--- config.mk ---
export PLATFORM = sky130hd
export DESIGN_NAME = pipe_hazard_ctrl
export DESIGN_NICKNAME = d
export VERILOG_FILES = /design/src/rtl/pipe_hazard_ctrl.sv
export SDC_FILE = /design/constraint.sdc
export NUM_CORES = 1
export LEC_CHECK = 0
export BUFFER_PORTS_ARGS = -buffer_cell sky130_fd_sc_hd__buf_2
export CORE_AREA = 2 2 91 93
export DETAILED_ROUTE_END_ITERATION = 10
export DIE_AREA = 0 0 93 95
export GPL_TIMING_DRIVEN = 0
export PLACE_DENSITY = 0.51
export SLEW_MARGIN = 25
export SYNTH_ARGS = -nofsm -noshare
export SYNTH_HDL_FRONTEND = slang
export SYNTH_SLANG_ARGS = --single-unit
--- constraint.sdc ---
create_clock -name clk -period 3.4 [get_ports clk]
set_input_delay 0.34 -clock clk [delete_from_list [all_inputs] [get_ports clk]]
set_output_delay 0.34 -clock clk [all_outputs]
set_load 0.02 [all_outputs]
--- src/rtl/pipe_hazard_ctrl.sv ---
// Purpose : hazard unit for a 5-stage pipeline. It covers forwarding selection, the load-use
//           stall, multi-cycle (mult/div) occupancy of EX and the branch flush of IF/ID.
// Latency : forwarding, stall and flush outputs are combinational from ID fields and the shadow
//           EX/MEM records. The records, FSM and stall counter update on each rising clk edge.
// Backpressure: wpcir=0 freezes PC and IF/ID and bubble=1 injects a nop into ID/EX. A load-use
//           hazard stalls for one cycle and an md op stalls for MD_LAT-1 cycles.
// Ports   : clk, clrn (sync active-low reset); ID fields id_rs/id_rt/id_use_rs/id_use_rt/id_rd/
//           id_wreg/id_m2reg/id_md/id_branch_taken; outputs wpcir, reset_ir, bubble, fwda, fwdb,
//           md_busy and stall_cnt (saturating count of stalled cycles).
module pipe_hazard_ctrl #(
  parameter int MD_LAT = 4  // total EX occupancy of a mult/div op, legal range 2..16
) (
  input  logic        clk,
  input  logic        clrn,
  input  logic [4:0]  id_rs,
  input  logic [4:0]  id_rt,
  input  logic        id_use_rs,
  input  logic        id_use_rt,
  input  logic [4:0]  id_rd,
  input  logic        id_wreg,
  input  logic        id_m2reg,
  input  logic        id_md,
  input  logic        id_branch_taken,
  output logic        wpcir,
  output logic        reset_ir,
  output logic        bubble,
  output logic [1:0]  fwda,
  output logic [1:0]  fwdb,
  output logic        md_busy,
  output logic [15:0] stall_cnt
);

  typedef enum logic {IDLE = 1'b0, MD_BUSY = 1'b1} state_t;

  state_t     state, state_nxt;
  logic [3:0] cnt, cnt_nxt;

  // Shadow copies of the destination info carried by the EX and MEM stages.
  logic       ex_wreg, ex_m2reg;
  logic [4:0] ex_rd;
  logic       mem_wreg, mem_m2reg;
  logic [4:0] mem_rd;

  logic ex_hit_rs, ex_hit_rt, mem_hit_rs, mem_hit_rt;
  logic load_use;

  // Register 0 is hard-wired zero, so a write to it never produces a hit.
  assign ex_hit_rs  = ex_wreg  && (ex_rd  != 5'd0) && (ex_rd  == id_rs);
  assign ex_hit_rt  = ex_wreg  && (ex_rd  != 5'd0) && (ex_rd  == id_rt);
  assign mem_hit_rs = mem_wreg && (mem_rd != 5'd0) && (mem_rd == id_rs);
  assign mem_hit_rt = mem_wreg && (mem_rd != 5'd0) && (mem_rd == id_rt);

  // A load still in EX has no data yet, so a consumer in ID must wait one cycle.
  assign load_use = ex_wreg && ex_m2reg && (ex_rd != 5'd0) &&
                    ((id_use_rs && (ex_rd == id_rs)) || (id_use_rt && (ex_rd == id_rt)));

  // The youngest ALU result wins. A load in EX cannot forward, so the selection falls through to MEM.
  function automatic logic [1:0] fwd_sel(input logic ex_hit, input logic ex_ld,
                                         input logic mem_hit, input logic mem_ld);
    if (ex_hit && !ex_ld)       fwd_sel = 2'b01;
    else if (mem_hit && !mem_ld) fwd_sel = 2'b10;
    else if (mem_hit && mem_ld)  fwd_sel = 2'b11;
    else                         fwd_sel = 2'b00;
  endfunction

  always_comb begin
    state_nxt = state;
    cnt_nxt   = cnt;
    wpcir     = 1'b1;
    reset_ir  = 1'b0;
    bubble    = 1'b0;
    md_busy   = 1'b0;
    fwda      = fwd_sel(ex_hit_rs, ex_m2reg, mem_hit_rs, mem_m2reg);
    fwdb      = fwd_sel(ex_hit_rt, ex_m2reg, mem_hit_rt, mem_m2reg);
    if (!clrn) begin
      // While in reset, flush both front-end registers and select no forwarding.
      reset_ir  = 1'b1;
      bubble    = 1'b1;
      fwda      = 2'b00;
      fwdb      = 2'b00;
      state_nxt = IDLE;
      cnt_nxt   = 4'd0;
    end else begin
      case (state)
        MD_BUSY: begin
          md_busy = 1'b1;
          wpcir   = 1'b0;
          bubble  = 1'b1;
          if (cnt == 4'd0) state_nxt = IDLE;
          else             cnt_nxt   = cnt - 4'd1;
        end
        default: begin
          if (load_use) begin
            // The stalled instruction is re-presented next cycle, so flush and md entry wait for it.
            wpcir  = 1'b0;
            bubble = 1'b1;
          end else begin
            reset_ir = id_branch_taken;
            if (id_md) begin
              // The md op issues now. The cycles spent in MD_BUSY run from cnt=MD_LAT-2 down to 0.
              state_nxt = MD_BUSY;
              cnt_nxt   = 4'(MD_LAT - 2);
            end
          end
        end
      endcase
    end
  end

  always_ff @(posedge clk) begin
    if (!clrn) begin
      state     <= IDLE;
      cnt       <= 4'd0;
      ex_wreg   <= 1'b0;
      ex_m2reg  <= 1'b0;
      ex_rd     <= 5'd0;
      mem_wreg  <= 1'b0;
      mem_m2reg <= 1'b0;
      mem_rd    <= 5'd0;
      stall_cnt <= 16'd0;
    end else begin
      state     <= state_nxt;
      cnt       <= cnt_nxt;
      mem_wreg  <= ex_wreg;
      mem_m2reg <= ex_m2reg;
      mem_rd    <= ex_rd;
      if (bubble) begin
        ex_wreg  <= 1'b0;
        ex_m2reg <= 1'b0;
        ex_rd    <= 5'd0;
      end else begin
        ex_wreg  <= id_wreg;
        ex_m2reg <= id_m2reg;
        ex_rd    <= id_rd;
      end
      if (!wpcir && (stall_cnt != 16'hFFFF)) stall_cnt <= stall_cnt + 16'd1;
    end
  end

endmodule
# After elaboration in Yosys (flattened, before gate mapping)

Index checks and enable logic that the tools add are counted.

Flip-flop bits (word level): 35
Output and inout port bits: 24
Input port bits: 23
Word-level logic and storage cells: 74

$add $sub $neg: 2
Equal/unequal tests: 7
Bitwise operators: 1
Reductions and logical operators: 28
Muxes and demuxes: 27

Operator list:

| cell                                                                | number |
|---|---|
| 5-bit == test                                                       | 4 |
| 1-bit logical AND                                                   | 18 |
| 16-bit by 1-bit adder with 16-bit output (second input constant)    | 1 |
| 2-bit two-way mux                                                   | 8 |
| 4-bit two-way mux                                                   | 4 |
| 16-bit inequality test (second input constant)                      | 1 |
| 1-bit two-way mux                                                   | 15 |
| 5-bit nonzero test                                                  | 2 |
| 4-bit zero test                                                     | 1 |
| 2-bit inequality test (second input constant)                       | 2 |
| 4-bit by 1-bit subtractor with 4-bit output (second input constant) | 1 |
| 1-bit zero test                                                     | 3 |
| 3-bit AND reduction                                                 | 1 |
| 2-bit nonzero test                                                  | 1 |
| 2-bit OR reduction                                                  | 1 |
| 1-bit logical OR                                                    | 1 |
| 1-bit inverter                                                      | 1 |

# Logic depth before layout (Yosys ltp)

Gate-level depths: netlist of run 1.

Word-level depth: 9
Mapped depth: 9
Gate-level depth less buffers: 7

# Least setup slack after synthesis of run 1

No wires, ideal clock.

Path type: reg-to-output
Start: reg ex_rd[1]
End: out reset_ir
Cell stages (with the launch flop): 6
Path buffers: 0
Slack: 1.150 ns
Arrival time: 1.910 ns
Required time: 3.060 ns
Path through: dfxtp_1 -> or4_1 -> o21ai_1 -> a211oi_2 -> or2_2 -> o21ai_0

Cells in the longest elaborated chain, start to end: 7
Elaborated cells between the ends (all ways): 11
Classes of those cells: 2 x eq/ne; 3 x mux; 6 x reduce/logical

Ends and longest elaborated chain:

| what                   | RTL line | text |
|---|---|---|
| from (decl)            | 40       | `logic [4:0] ex_rd;` |
| from (signal assigned) | 134      | `ex_rd <= id_rd;` |
| 5-bit == test          | 55       | `((id_use_rs && (ex_rd == id_rs)) \|\| (id_use_rt && (ex_rd == id_rt)));` |
| 1-bit logical AND      | 55       |  |
| 1-bit logical OR       | 55       |  |
| 1-bit logical AND *    | 54       | `assign load_use = ex_wreg && ex_m2reg && (ex_rd != 5'd0) &&` |
| 1-bit two-way mux *    | 93       | `if (load_use) begin` |
| 1-bit two-way mux *    | 84       | `case (state)` |
| 1-bit two-way mux *    | 75       | `if (!clrn) begin` |
| to (decl)              | 25       | `output logic reset_ir,` |

Mark *: on every way between the ends. The rest lies on a longest branch, timed or not.

# Final worst setup path of run 1

Start: reg ex_rd[1]
End: out bubble

Cells in the longest elaborated chain, start to end: 7
Elaborated cells between the ends (all ways): 11
Classes of those cells: 2 x eq/ne; 3 x mux; 6 x reduce/logical

Ends and longest elaborated chain:

| what                | RTL line | text |
|---|---|---|
| 5-bit == test       | 55       |  |
| 1-bit logical AND   | 55       |  |
| 1-bit logical OR    | 55       |  |
| 1-bit logical AND * | 54       |  |
| 1-bit two-way mux * | 93       |  |
| 1-bit two-way mux * | 84       |  |
| 1-bit two-way mux * | 75       |  |
| to (decl)           | 26       | `output logic bubble,` |

Marks and branches as above.

==> metrics.csv, run 1 <==
stage,metric,value,unit
worst_hold_path,hp-class,in2reg,
synth,netlist_instances,203,
placement,io_buffers,46,
synth,seq_area_frac_synth,39.77,%
cells_and_area,final_net_count,281,
run_status,outcome,"complete, no violations",
critical_path,critPathKind,reg2out,
grt,grt_max_degree,12,
cts,cts_max_path_buffers,2,
synth,synth_area_per_cell,8.678,um2
floorplan,core_area,7928,um2
grt,grt_pass1_vias,1493,
critical_path,cp-end-kind,output port,
sta,clock_skew,0.007649,ns
cts,cts_root_buf,clkbuf_8,
critical_path,worstPathArrival,2.42,ns
cells_and_area,num_antenna_cells,0,
floorplan,rows,33,
drt,firstDrtPassIters,4,
cells_and_area,seq_area,700.7,um2
pwr,cellPowerDensity,393.9,nW/um2
cts,clk_latency,0.28,ns
drt,antenna_left,0,
cts,path_clk_slew,0.07,ns
sta,tns,0,ns
synth,synth-seq-cells,35,
cells_and_area,drive_gt1_share,25.29,%
flow_run,maxCapViolations,0,
floorplan,die_area,8835,um2
pwr,vdd_drop_max,0.1046,mV
grt,antenna_found_initial,0,
drt,drt_iter0_markers,74,
sta,worstMarginPinSlew,0.5212,ns
floorplan,dieWidth,93,um
grt,grt_pass1_wl,7334,um
grt,grt_util_all_layers,10.68,%
sta,clock.fmax,0.3619,GHz
cts,postCtsResizedCells,0,
cts,numCtsBuffers,5,
sta,final-setup-viol-count,0,
synth,syn_nets,228,
floorplan,start_util,22.22,%
synth,ys_warn_count,0,
sta,min_period,2.763,ns
cts,cts_tree,done,
placement,dp.final_hpwl,3449,um
synth,syn_area,1762,um2
cells_and_area,area_growth,25.36,%
cells_and_area,design_area,2208,um2
placement,place.gp.congestion,0.8026,
cts,post_cts_buffers,0,
cts,h-tree-depth,2,
drt,drc,0,
sta,finalCritPeriodShare,81.28,%
pwr,p_leak,0.0008719,uW
drt,wl,4563,um
synth,synth_cell_types,44,
critical_path,critPathRequiredTime,3.06,ns
floorplan,die-height,95,um
cts,holdBufCountCts,0,
cts,cts_num_sinks,35,
pwr,power,869.9,uW
drt,vias,1627,
critical_path,crit_path_start_kind,register,
drt,post_drt_via_cell_ratio,4.494,
drt,routedWlPerCell,12.60,um
sta,rsz0062_at_grt,false,
cells_and_area,fillers,865,
sta,maxSlewHeadroom,65.25,%
sta,slew_viol_final,0,
cells_and_area,multiInputGateArea,999.7,um2
floorplan,io_pins,47,
critical_path,critPathMaxFanout,8,
grt,grt_overflow,0,
placement,detailed_place.area,2123,um2
sta,hold_violations,0,
==> path summary, 6_finish.rpt <==
check                               from            end  slack (ns)  cells after the start
worst max-delay path            ex_rd[1]         bubble        0.64                      7
worst min-delay path            id_rd[4]       ex_rd[4]        0.26                      2
worst max register to register  ex_rd[2]  stall_cnt[11]        1.05                      8
worst min register to register   ex_wreg       mem_wreg        0.48                      1
==> state kept, by name (all words and copies together), names as in the netlist <==
name and cells:
stall_cnt 16, ex_rd 5, mem_wreg 1, state 1, cnt 4, mem_m2reg 1
ex_wreg 1, ex_m2reg 1, mem_rd 5
==> cells by family after synthesis <==
family	count (synthesis)	share of synthesized area, %
AND/OR/NAND/NOR	95	30.47
flip-flops	35	39.77
XOR/XNOR	21	10.44
multiplexers	6	3.409
adder cells (fa/ha/maj)	2	1.420
buffers and inverters	14	3.480
AO/OA/AOI/OAI	30	11.01
==> cells in the final DEF (no fill, tap or decap), types with 2 or more instances in the layout <==
cell type	n
buf_2	47
dfxtp_1	35
nand2_1	16
nand3_1	14
xor2_1	12
nor2_1	12
and2_1	12
xnor2_1	9
a21oi_1	9
nor4_1	8
inv_1	8
o21ai_0	7
mux2i_1	6
nand2b_1	5
clkbuf_8	5
clkbuf_1	4
or4_1	4
nor3_1	4
or3_2	4
nand4_1	3
nor2b_1	3
o211ai_1	2
a22o_1	2
or3_1	2
ha_1	2
==> layout make-up <==
type / count / share of cell area, %
multi-input combinational: 154 / 45.27
clock inverter: 2 / 0.5666
inverter: 9 / 1.530
sequential: 35 / 31.73
timing repair buffer: 46 / 10.42
tap: 105 / 5.949
clock buffer: 6 / 3.286
buffer: 5 / 1.246
==> through the flow <==
| step | worst slack, ns | hold WS, ns | cells | util (%) |
|---|---|---|---|---|
| finish | 0.6365 | 0.2558 | 362 | 27.86 |
| global route | 0.4180 | 0.2412 | 362 | 27.86 |
| CTS | 0.5445 | 0.2464 | 362 | 27.86 |
| detailed placement | 0.8711 | 0.4561 | 354 | 26.78 |
| global placement | 0.8777 | 0.4581 | 354 | 26.78 |
| floorplan | 1.150 | 0.4262 | 203 | - |
==> cells in the mapped netlist, drive strengths merged <==
| library cell | count | share of area (%) |
|---|---|---|
| dfxtp | 35 | 40 |
| nand2 | 16 | 3.4 |
| nand3 | 14 | 4.0 |
| and2 | 13 | 4.7 |
| nor2 | 12 | 2.6 |
| xor2 | 12 | 6.0 |
| a21oi | 9 | 2.6 |
| nor4 | 9 | 4.0 |
| o21ai | 9 | 2.8 |
| xnor2 | 9 | 4.5 |
| inv | 8 | 1.7 |
| mux2i | 6 | 3.4 |
| or3 | 6 | 2.4 |
| nand2b | 5 | 1.8 |
| nor3 | 4 | 1.1 |
| or4 | 4 | 1.7 |
| clkbuf | 3 | 0.64 |
| nand4 | 3 | 1.1 |
| nor2b | 3 | 1.1 |
| a211oi | 2 | 1.1 |
| a22o | 2 | 0.99 |
| buf | 2 | 0.92 |
| ha | 2 | 1.4 |
| o211ai | 2 | 0.85 |
| a211o | 1 | 0.57 |
| a31oi | 1 | 0.36 |
| and3 | 1 | 0.36 |
| and4 | 1 | 0.50 |
| clkinv | 1 | 0.21 |
| nand4b | 1 | 0.50 |
| nor3b | 1 | 0.43 |
| nor4b | 1 | 0.50 |
| o21a | 1 | 0.43 |
| o21bai | 1 | 0.43 |
| o31a | 1 | 0.50 |
| o31ai | 1 | 0.43 |
| or2 | 1 | 0.36 |
==> power breakdown <==
| group | leakage (uW) | total, uW | switching [uW] | internal (uW) |
|---|---|---|---|---|
| registers | 0.000285 | 446 | 20.2 | 426 |
| clock network | 0.0000412 | 298 | 155 | 143 |
| logic | 0.000545 | 126 | 71.6 | 54.2 |
==> routing by layer <==
layer	up-vias	GRT usage (%)	part of all wire [%]
li1	819	-	-
met1	751	13.54	44
met2	49	17.33	49
met3	8	2.793	5.8
met4	0	4.289	1.9
met5	-	0	0
==> worst max-delay path, cell delays in order, from the launching register on <==
cell,delay (ns)
dfxtp_1,0.35
or4_1,0.54
o21ai_1,0.25
a211oi_2,0.11
or2_2,0.34
nor2_1,0.33
inv_1,0.07
buf_2,0.16
Power figures use the tool's default switching activity.
==> run 2: changes to the inputs <==
--- a/config.mk
+++ b/config.mk
@@ -5,12 +5,13 @@
 export SDC_FILE = /design/constraint.sdc
 export NUM_CORES = 1
 export LEC_CHECK = 0
+export ABC_AREA = 1
 export BUFFER_PORTS_ARGS = -buffer_cell sky130_fd_sc_hd__buf_2
-export CORE_AREA = 2 2 91 93
+export CORE_AREA = 2 2 96 98
 export DETAILED_ROUTE_END_ITERATION = 10
-export DIE_AREA = 0 0 93 95
+export DIE_AREA = 0 0 98 100
 export GPL_TIMING_DRIVEN = 0
-export PLACE_DENSITY = 0.51
+export PLACE_DENSITY = 0.5
 export SLEW_MARGIN = 25
 export SYNTH_ARGS = -nofsm -noshare
 export SYNTH_HDL_FRONTEND = slang
==> constraint.sdc (replaced) <==
create_clock -name clk -period 2.74 [get_ports clk]
set_input_delay 0.274 -clock clk [delete_from_list [all_inputs] [get_ports clk]]
set_output_delay 0.274 -clock clk [all_outputs]
set_load 0.02 [all_outputs]
==> metrics.csv, run 2 <==
stage,metric,value,unit,change
synth,synth_compound_area_share,4.660,%,-6.3 points
cts,path_clk_slew,0.07,ns,about the same
cells_and_area,num_antenna_cells,0,,unchanged
critical_path,path_cells,"inv_2, nand2_1, nand2_1, nor2_1, nand4_1, nand2_1, nand2_2, nand2_4, buf_6, nand2_1, o21a_1, buf_2",,
cells_and_area,drive_gt1_share,20.11,%,-5.2 points
cells_and_area,fillers,1016,,+17%
drt,antenna_left,0,,unchanged
synth,synth_area_per_cell,6.536,um2,-25%
synth,synth_area_leader_cell,dfxtp_1,,
cells_and_area,top_regs,"stall_cnt: 16 flops, ex_rd: 5 flops, mem_rd: 5 flops",,
grt,grt_util_all_layers,10.41,%,-0.27 points
pwr,p_int,831.3,uW,+33%
grt,grt_max_degree,12,,unchanged
sta,clock_skew,0.008718,ns,+0.001069 ns
floorplan,die-height,100,um,+5.3%
synth,syn_nets,329,,+44%
cts,h-tree-depth,2,,unchanged
critical_path,max_stage_delay,0.44,ns,-0.10 ns
sta,clock.fmax,0.4291,GHz,
sta,rsz0062_at_grt,false,,
grt,grt_pass1_vias,1787,,+20%
cts,post_cts_buffers,0,,unchanged
critical_path,critPathKind,reg2out,,
grt,antenna_found_initial,0,,unchanged
drt,vias,1929,,+19%
floorplan,dieWidth,98,um,+5.4%
floorplan,start_util,22.35,%,+0.13 points
synth,synth_edf_count,0,,unchanged
drt,drt_iter0_markers,48,,-35%
pwr,p_leak,0.001332,uW,+53%
sta,maxSlewHeadroom,66.84,%,+1.6 points
critical_path,critPathMaxFanout,10,,+2
flow_run,maxCapViolations,0,,unchanged
sta,tns,0,ns,unchanged
critical_path,cp-end-kind,output port,,
synth,ys_async_sr_fraction,0,%,unchanged
grt,grt_overflow,0,,unchanged
synth,synth_flop_cell,dfxtp_1,,
cells_and_area,final_net_count,382,,+36%
cts,postCtsResizedCells,0,,unchanged
synth,ys_warn_count,0,,unchanged
sta,final-setup-viol-count,0,,unchanged
synth,synth_cell_types,30,,-32%
drt,routedWlPerCell,10.49,um,-17%
run_status,outcome,"complete, no violations",,
pwr,combPwrFrac,15.9,%,+1.4 points
sta,slew_viol_final,0,,unchanged
drt,post_drt_via_cell_ratio,4.113,,-8.5%
critical_path,crit_slowest_cell,dfxtp_1,,
grt,grt_pass1_wl,8224,um,+12%
cts,holdBufCountCts,0,,unchanged
synth,synth-seq-cells,35,,unchanged
placement,detailed_place.area,2356,um2,+11%
synth,synth-adder-area-share,1.259,%,-0.16 points
drt,drc,0,,unchanged
critical_path,worstPathArrival,2.06,ns,-0.36 ns
cts,cts_tree,done,,
critical_path,critPathRequiredTime,2.47,ns,-0.59 ns
sta,hold_violations,0,,unchanged
pwr,vdd_drop_max,0.1654,mV,+58%
synth,synth.most_common_cell,nand2_1,,
cells_and_area,regMostFlops,stall_cnt,,
synth,post-synth-top-area-fraction,35.26,%,-4.5 points
cells_and_area,design_area,2460,um2,+11%
floorplan,core_area,8890,um2,+12%
floorplan,io_pins,47,,unchanged
cts,cts_num_sinks,35,,unchanged
synth,seq_area_frac_synth,35.26,%,-4.5 points
pwr,p_clk_share,36.2,%,+1.9 points
placement,io_buffers,46,,unchanged
cts,numCtsBuffers,5,,unchanged
placement,dp.final_hpwl,3854,um,+12%
pwr,pwr-share-seq,48.0,%,-3.3 points
cells_and_area,largest_reg_flops,16,,unchanged
cells_and_area,final_core_util,27.67,%,-0.19 points
floorplan,die_area,9800,um2,+11%
sta,min_period,2.330,ns,
cts,cts_root_buf,clkbuf_8,,
synth,synthSimpleGateAreaFrac,40.74,%,+10 points
pwr,p_sw_share,28.23,%,-0.12 points
cells_and_area,layout_common_cells,"nand2_1, inv_1, buf_2, nor2_1, dfxtp_1",,
cells_and_area,layout_commonest_cell,nand2_1,,
worst_hold_path,hp-class,in2reg,,
cts,clk_latency,0.29,ns,about the same
pwr,cellPowerDensity,470.8,nW/um2,+20%
critical_path,cp_common_cell,nand2_1,,
floorplan,rows,35,,+6.1%
synth,netlist_instances,304,,+50%
placement,place.gp.congestion,0.8386,,+4.5%
synth,synth_top_family_by_area,simple AND/OR/NAND/NOR gates,,
synth,synth_xor_area_share,6.171,%,-4.3 points
synth,ys_top_cells_by_area,"dfxtp_1, nand2_1, inv_1, nor2_1, nand3_1",,
synth,syn_area,1987,um2,+13%
sta,worstMarginPinSlew,0.4974,ns,-0.02377 ns
critical_path,crit_path_start_kind,register,,
synth,synth_common_cells,"nand2_1, inv_1, nor2_1",,
drt,wl,4921,um,+7.8%
cts,cts_max_path_buffers,2,,unchanged
drt,firstDrtPassIters,4,,unchanged
synth,synthMuxAreaShare,0,%,-3.4 points
cells_and_area,area_growth,23.80,%,
sta,finalCritPeriodShare,85.05,%,
pwr,power.switching,326.9,uW,+33%
## run 2: cell types whose count changed after synthesis, moves of 8 or more
cell	change
and2_1	-11
inv_1	+43
nand2_1	+59
nand3_1	+13
nand4_1	+8
nor2_1	+33
## run 2: area by class of cell
class	count	area, um2	share of cell area (%)
multi-input combinational	209	1050	42.68
sequential	35	700.7	28.48
clock buffer	7	96.34	3.917
inverter	55	206.4	8.393
buffer	5	30.03	1.221
timing repair buffer	46	230.2	9.359
tap	111	138.9	5.646
clock inverter	1	7.507	0.3052
## run 2: per-layer routing
layer  up-vias  wire length (um)  part of all wire, %  track usage [%]
met2        39              2307                   47            18.12
li1       1052                 -                    -                -
met5         -                 0                    0                0
met1       832              2342                   48            12.67
met3         6               199                  4.0            2.228
met4         0                71                  1.4            3.846
## run 2: worst max-delay path: cells and delay by family, from the launching register on
kind                   cells  cell delay (ns)
AOI/OAI and AO/OA          1             0.17
and+or+nand+nor            8             0.79
DFF                        1             0.44
buffers and inverters      3             0.38
## run 2: final timing paths
| check | from | endpoint | slack [ns] | depth (start not counted) |
|---|---|---|---|---|
| setup / recovery | ex_rd[3] | reset_ir | 0.41 | 12 |
| hold / removal | id_rd[4] | ex_rd[4] | 0.20 | 3 |
| setup reg to reg | stall_cnt[1] | stall_cnt[11] | 0.98 | 8 |
| hold reg to reg | ex_wreg | mem_wreg | 0.45 | 2 |
## run 2: cells by family (layout without fill, tap and decap cells)
| group | Yosys count | count (layout) |
|---|---|---|
| AO/OA/AOI/OAI | 17 | 17 |
| XOR/XNOR | 14 | 14 |
| adder cells (fa/ha/maj) | 2 | 2 |
| buffers and inverters | 60 | 114 |
| flip-flops | 35 | 35 |
| AND/OR/NAND/NOR | 176 | 176 |
## run 2: power groups by stage
stage	combinational, uW	sequential, uW	clock, uW
after floorplan	124	566	0
after global placement	185	567	0
after detailed placement	186	567	0
after CTS	187	555	440
after global routing	212	558	457
final	184	555	419
## run 2: through the flow
stage	worst slack, ns	hold slack, ns	power [uW]	std cells
5_1_grt	0.2692	0.1826	1226	469
4_1_cts	0.3892	0.1833	1182	469
2_1_floorplan	1.024	0.3862	689.8	304
3_5_place_dp	0.7188	0.4387	753.2	461
6_report	0.4095	0.1988	1158	469
3_3_place_gp	0.7028	0.4422	751.7	461
==> run 3: changes to the inputs <==
--- a/config.mk
+++ b/config.mk
@@ -7,11 +7,11 @@
 export LEC_CHECK = 0
 export ABC_AREA = 1
 export BUFFER_PORTS_ARGS = -buffer_cell sky130_fd_sc_hd__buf_2
-export CORE_AREA = 2 2 96 98
+export CORE_AREA = 2 2 74 76
 export DETAILED_ROUTE_END_ITERATION = 10
-export DIE_AREA = 0 0 98 100
+export DIE_AREA = 0 0 76 78
 export GPL_TIMING_DRIVEN = 0
-export PLACE_DENSITY = 0.5
+export PLACE_DENSITY = 0.71
 export SLEW_MARGIN = 25
 export SYNTH_ARGS = -nofsm -noshare
 export SYNTH_HDL_FRONTEND = slang
==> metrics.csv, run 3 (synthesis gave the netlist of run 2 again) <==
stage,metric,value,unit,change
cts,clk_latency,0.29,ns,about the same
placement,place.gp.congestion,0.8721,,+4.0%
floorplan,io_pins,47,,unchanged
cells_and_area,final_net_count,382,,unchanged
grt,grt_pass1_wl,7169,um,-13%
critical_path,critPathMaxFanout,10,,unchanged
critical_path,crit_slowest_cell,dfxtp_1,,
floorplan,rows,26,,-26%
cells_and_area,layout_commonest_cell,nand2_1,,
cells_and_area,fillers,517,,-49%
grt,grt_util_all_layers,15.01,%,+4.6 points
drt,antenna_left,0,,unchanged
sta,worstMarginPinSlew,0.4634,ns,-0.03408 ns
cells_and_area,num_antenna_cells,0,,unchanged
cells_and_area,drive_gt1_share,20.11,%,unchanged
critical_path,max_stage_delay,0.45,ns,about the same
floorplan,die_area,5928,um2,-40%
sta,final-setup-viol-count,0,,unchanged
run_status,outcome,"complete, no violations",,
critical_path,cp-end-kind,output port,,
sta,rsz0062_at_grt,false,,
sta,maxSlewHeadroom,69.11,%,+2.3 points
drt,post_drt_via_cell_ratio,4.589,,+12%
grt,grt_pass1_vias,1657,,-7.3%
critical_path,critPathRequiredTime,2.47,ns,about the same
pwr,vdd_drop_max,0.3063,mV,+85%
drt,routedWlPerCell,10.09,um,-3.8%
placement,dp.final_hpwl,3344,um,-13%
cts,path_clk_slew,0.07,ns,about the same
grt,grt_max_degree,13,,+1
cts,cts_max_path_buffers,2,,unchanged
drt,wl,4320,um,-12%
sta,min_period,2.283,ns,-0.04702 ns
sta,hold_violations,0,,unchanged
drt,drc,0,,unchanged
floorplan,dieWidth,76,um,-22%
critical_path,cp_common_cell,nand2_1,,
placement,io_buffers,46,,unchanged
cts,postCtsResizedCells,0,,unchanged
sta,fin_ws,0.4566,ns,+0.04702 ns
grt,antenna_found_initial,0,,unchanged
cts,cts_num_sinks,35,,unchanged
sta,holdWs,0.1986,ns,-0.0002190 ns
sta,slew_viol_final,0,,unchanged
cts,cts_root_buf,clkbuf_8,,
drt,vias,1964,,+1.8%
cts,cts_tree,done,,
worst_hold_path,hp-class,in2reg,,
cells_and_area,seq_area,700.7,um2,unchanged
cells_and_area,layout_common_cells,"nand2_1, inv_1, buf_2, nor2_1, dfxtp_1",,
pwr,p_leak,0.001321,uW,-0.77%
floorplan,die-height,78,um,-22%
floorplan,start_util,39.40,%,+17 points
critical_path,critPathKind,reg2out,,
pwr,cellPowerDensity,461.8,nW/um2,-1.9%
cts,holdBufCountCts,0,,unchanged
critical_path,worstPathArrival,2.01,ns,-0.05 ns
cts,h-tree-depth,2,,unchanged
grt,grt_overflow,0,,unchanged
sta,tns,0,ns,unchanged
cells_and_area,largest_reg_flops,16,,unchanged
sta,finalCritPeriodShare,83.34,%,-1.7 points
floorplan,core_area,5042,um2,-43%
sta,clock.fmax,0.4379,GHz,+2.1%
sta,clock_skew,0.01074,ns,+0.002018 ns
cells_and_area,multiInputGateArea,1050,um2,unchanged
cells_and_area,area_growth,20.47,%,
critical_path,crit_path_start_kind,register,,
cts,numCtsBuffers,5,,unchanged
cts,post_cts_buffers,0,,unchanged
critical_path,path_cells,"inv_2, nand2_1, nand2_1, nor2_1, nand4_1, nand2_1, nand2_2, nand2_4, buf_6, nand2_1, o21a_1, buf_2",,
flow_run,maxCapViolations,0,,unchanged
drt,firstDrtPassIters,4,,unchanged
placement,dp_slack,0.7743,ns,+0.05555 ns
cells_and_area,top_regs,"stall_cnt: 16 flops, ex_rd: 5 flops, mem_rd: 5 flops",,
drt,drt_iter0_markers,104,,+120%
cells_and_area,regMostFlops,stall_cnt,,
run 3: layout make-up:
type / instances / share of cell area, %
multi-input cells: 209 / 43.86
plain buffers: 5 / 1.255
clock inverters: 3 / 0.8364
flip-flops and latches: 35 / 29.27
inverters: 55 / 8.625
clock buffers: 5 / 2.875
repair buffers: 46 / 9.618
well taps: 70 / 3.659
run 3: worst paths after layout:
path / startpoint / endpoint / slack, ns / cells after the start
worst max register to register: stall_cnt[0] / stall_cnt[4] / 1.01 / 8
worst max-delay path: ex_rd[2] / reset_ir / 0.46 / 12
worst min-delay path: id_rd[0] / ex_rd[0] / 0.20 / 3
worst min register to register: ex_m2reg / mem_m2reg / 0.46 / 2
run 3: stage by stage:
stage / cells / power [uW] / cell area, um2 / utilization [%]
floorplan: 304 / 689.8 / 1987 / -
global placement: 420 / 744.1 / 2305 / 45.71
detailed placement: 420 / 748.1 / 2305 / 45.71
CTS: 428 / 1117 / 2394 / 47.47
global route: 428 / 1172 / 2394 / 47.47
finish: 428 / 1105 / 2394 / 47.47
run 3: where the power goes:
group	switching, uW	total (uW)	internal, uW
Sequential	23.9	555	532
Combinational	111	181	70.7
Clock	192	368	177
run 3: critical path, delay by kind of cell (launching register included):
family                 cells  cell delay [ns]
AOI/OAI and AO/OA          1             0.13
buffers and inverters      3             0.36
DFF                        1             0.45
and+or+nand+nor            8             0.80
run 3: per-layer routing:
layer / up-vias / track usage (%) / part of all wire (%) / routed length [um]
met5: - / 0 / 0 / 0
met4: 0 / 5.636 / 1.0 / 44
met3: 5 / 3.721 / 3.7 / 160
met2: 39 / 25.62 / 47 / 2017
met1: 867 / 18.35 / 49 / 2098
li1: 1053 / - / - / -
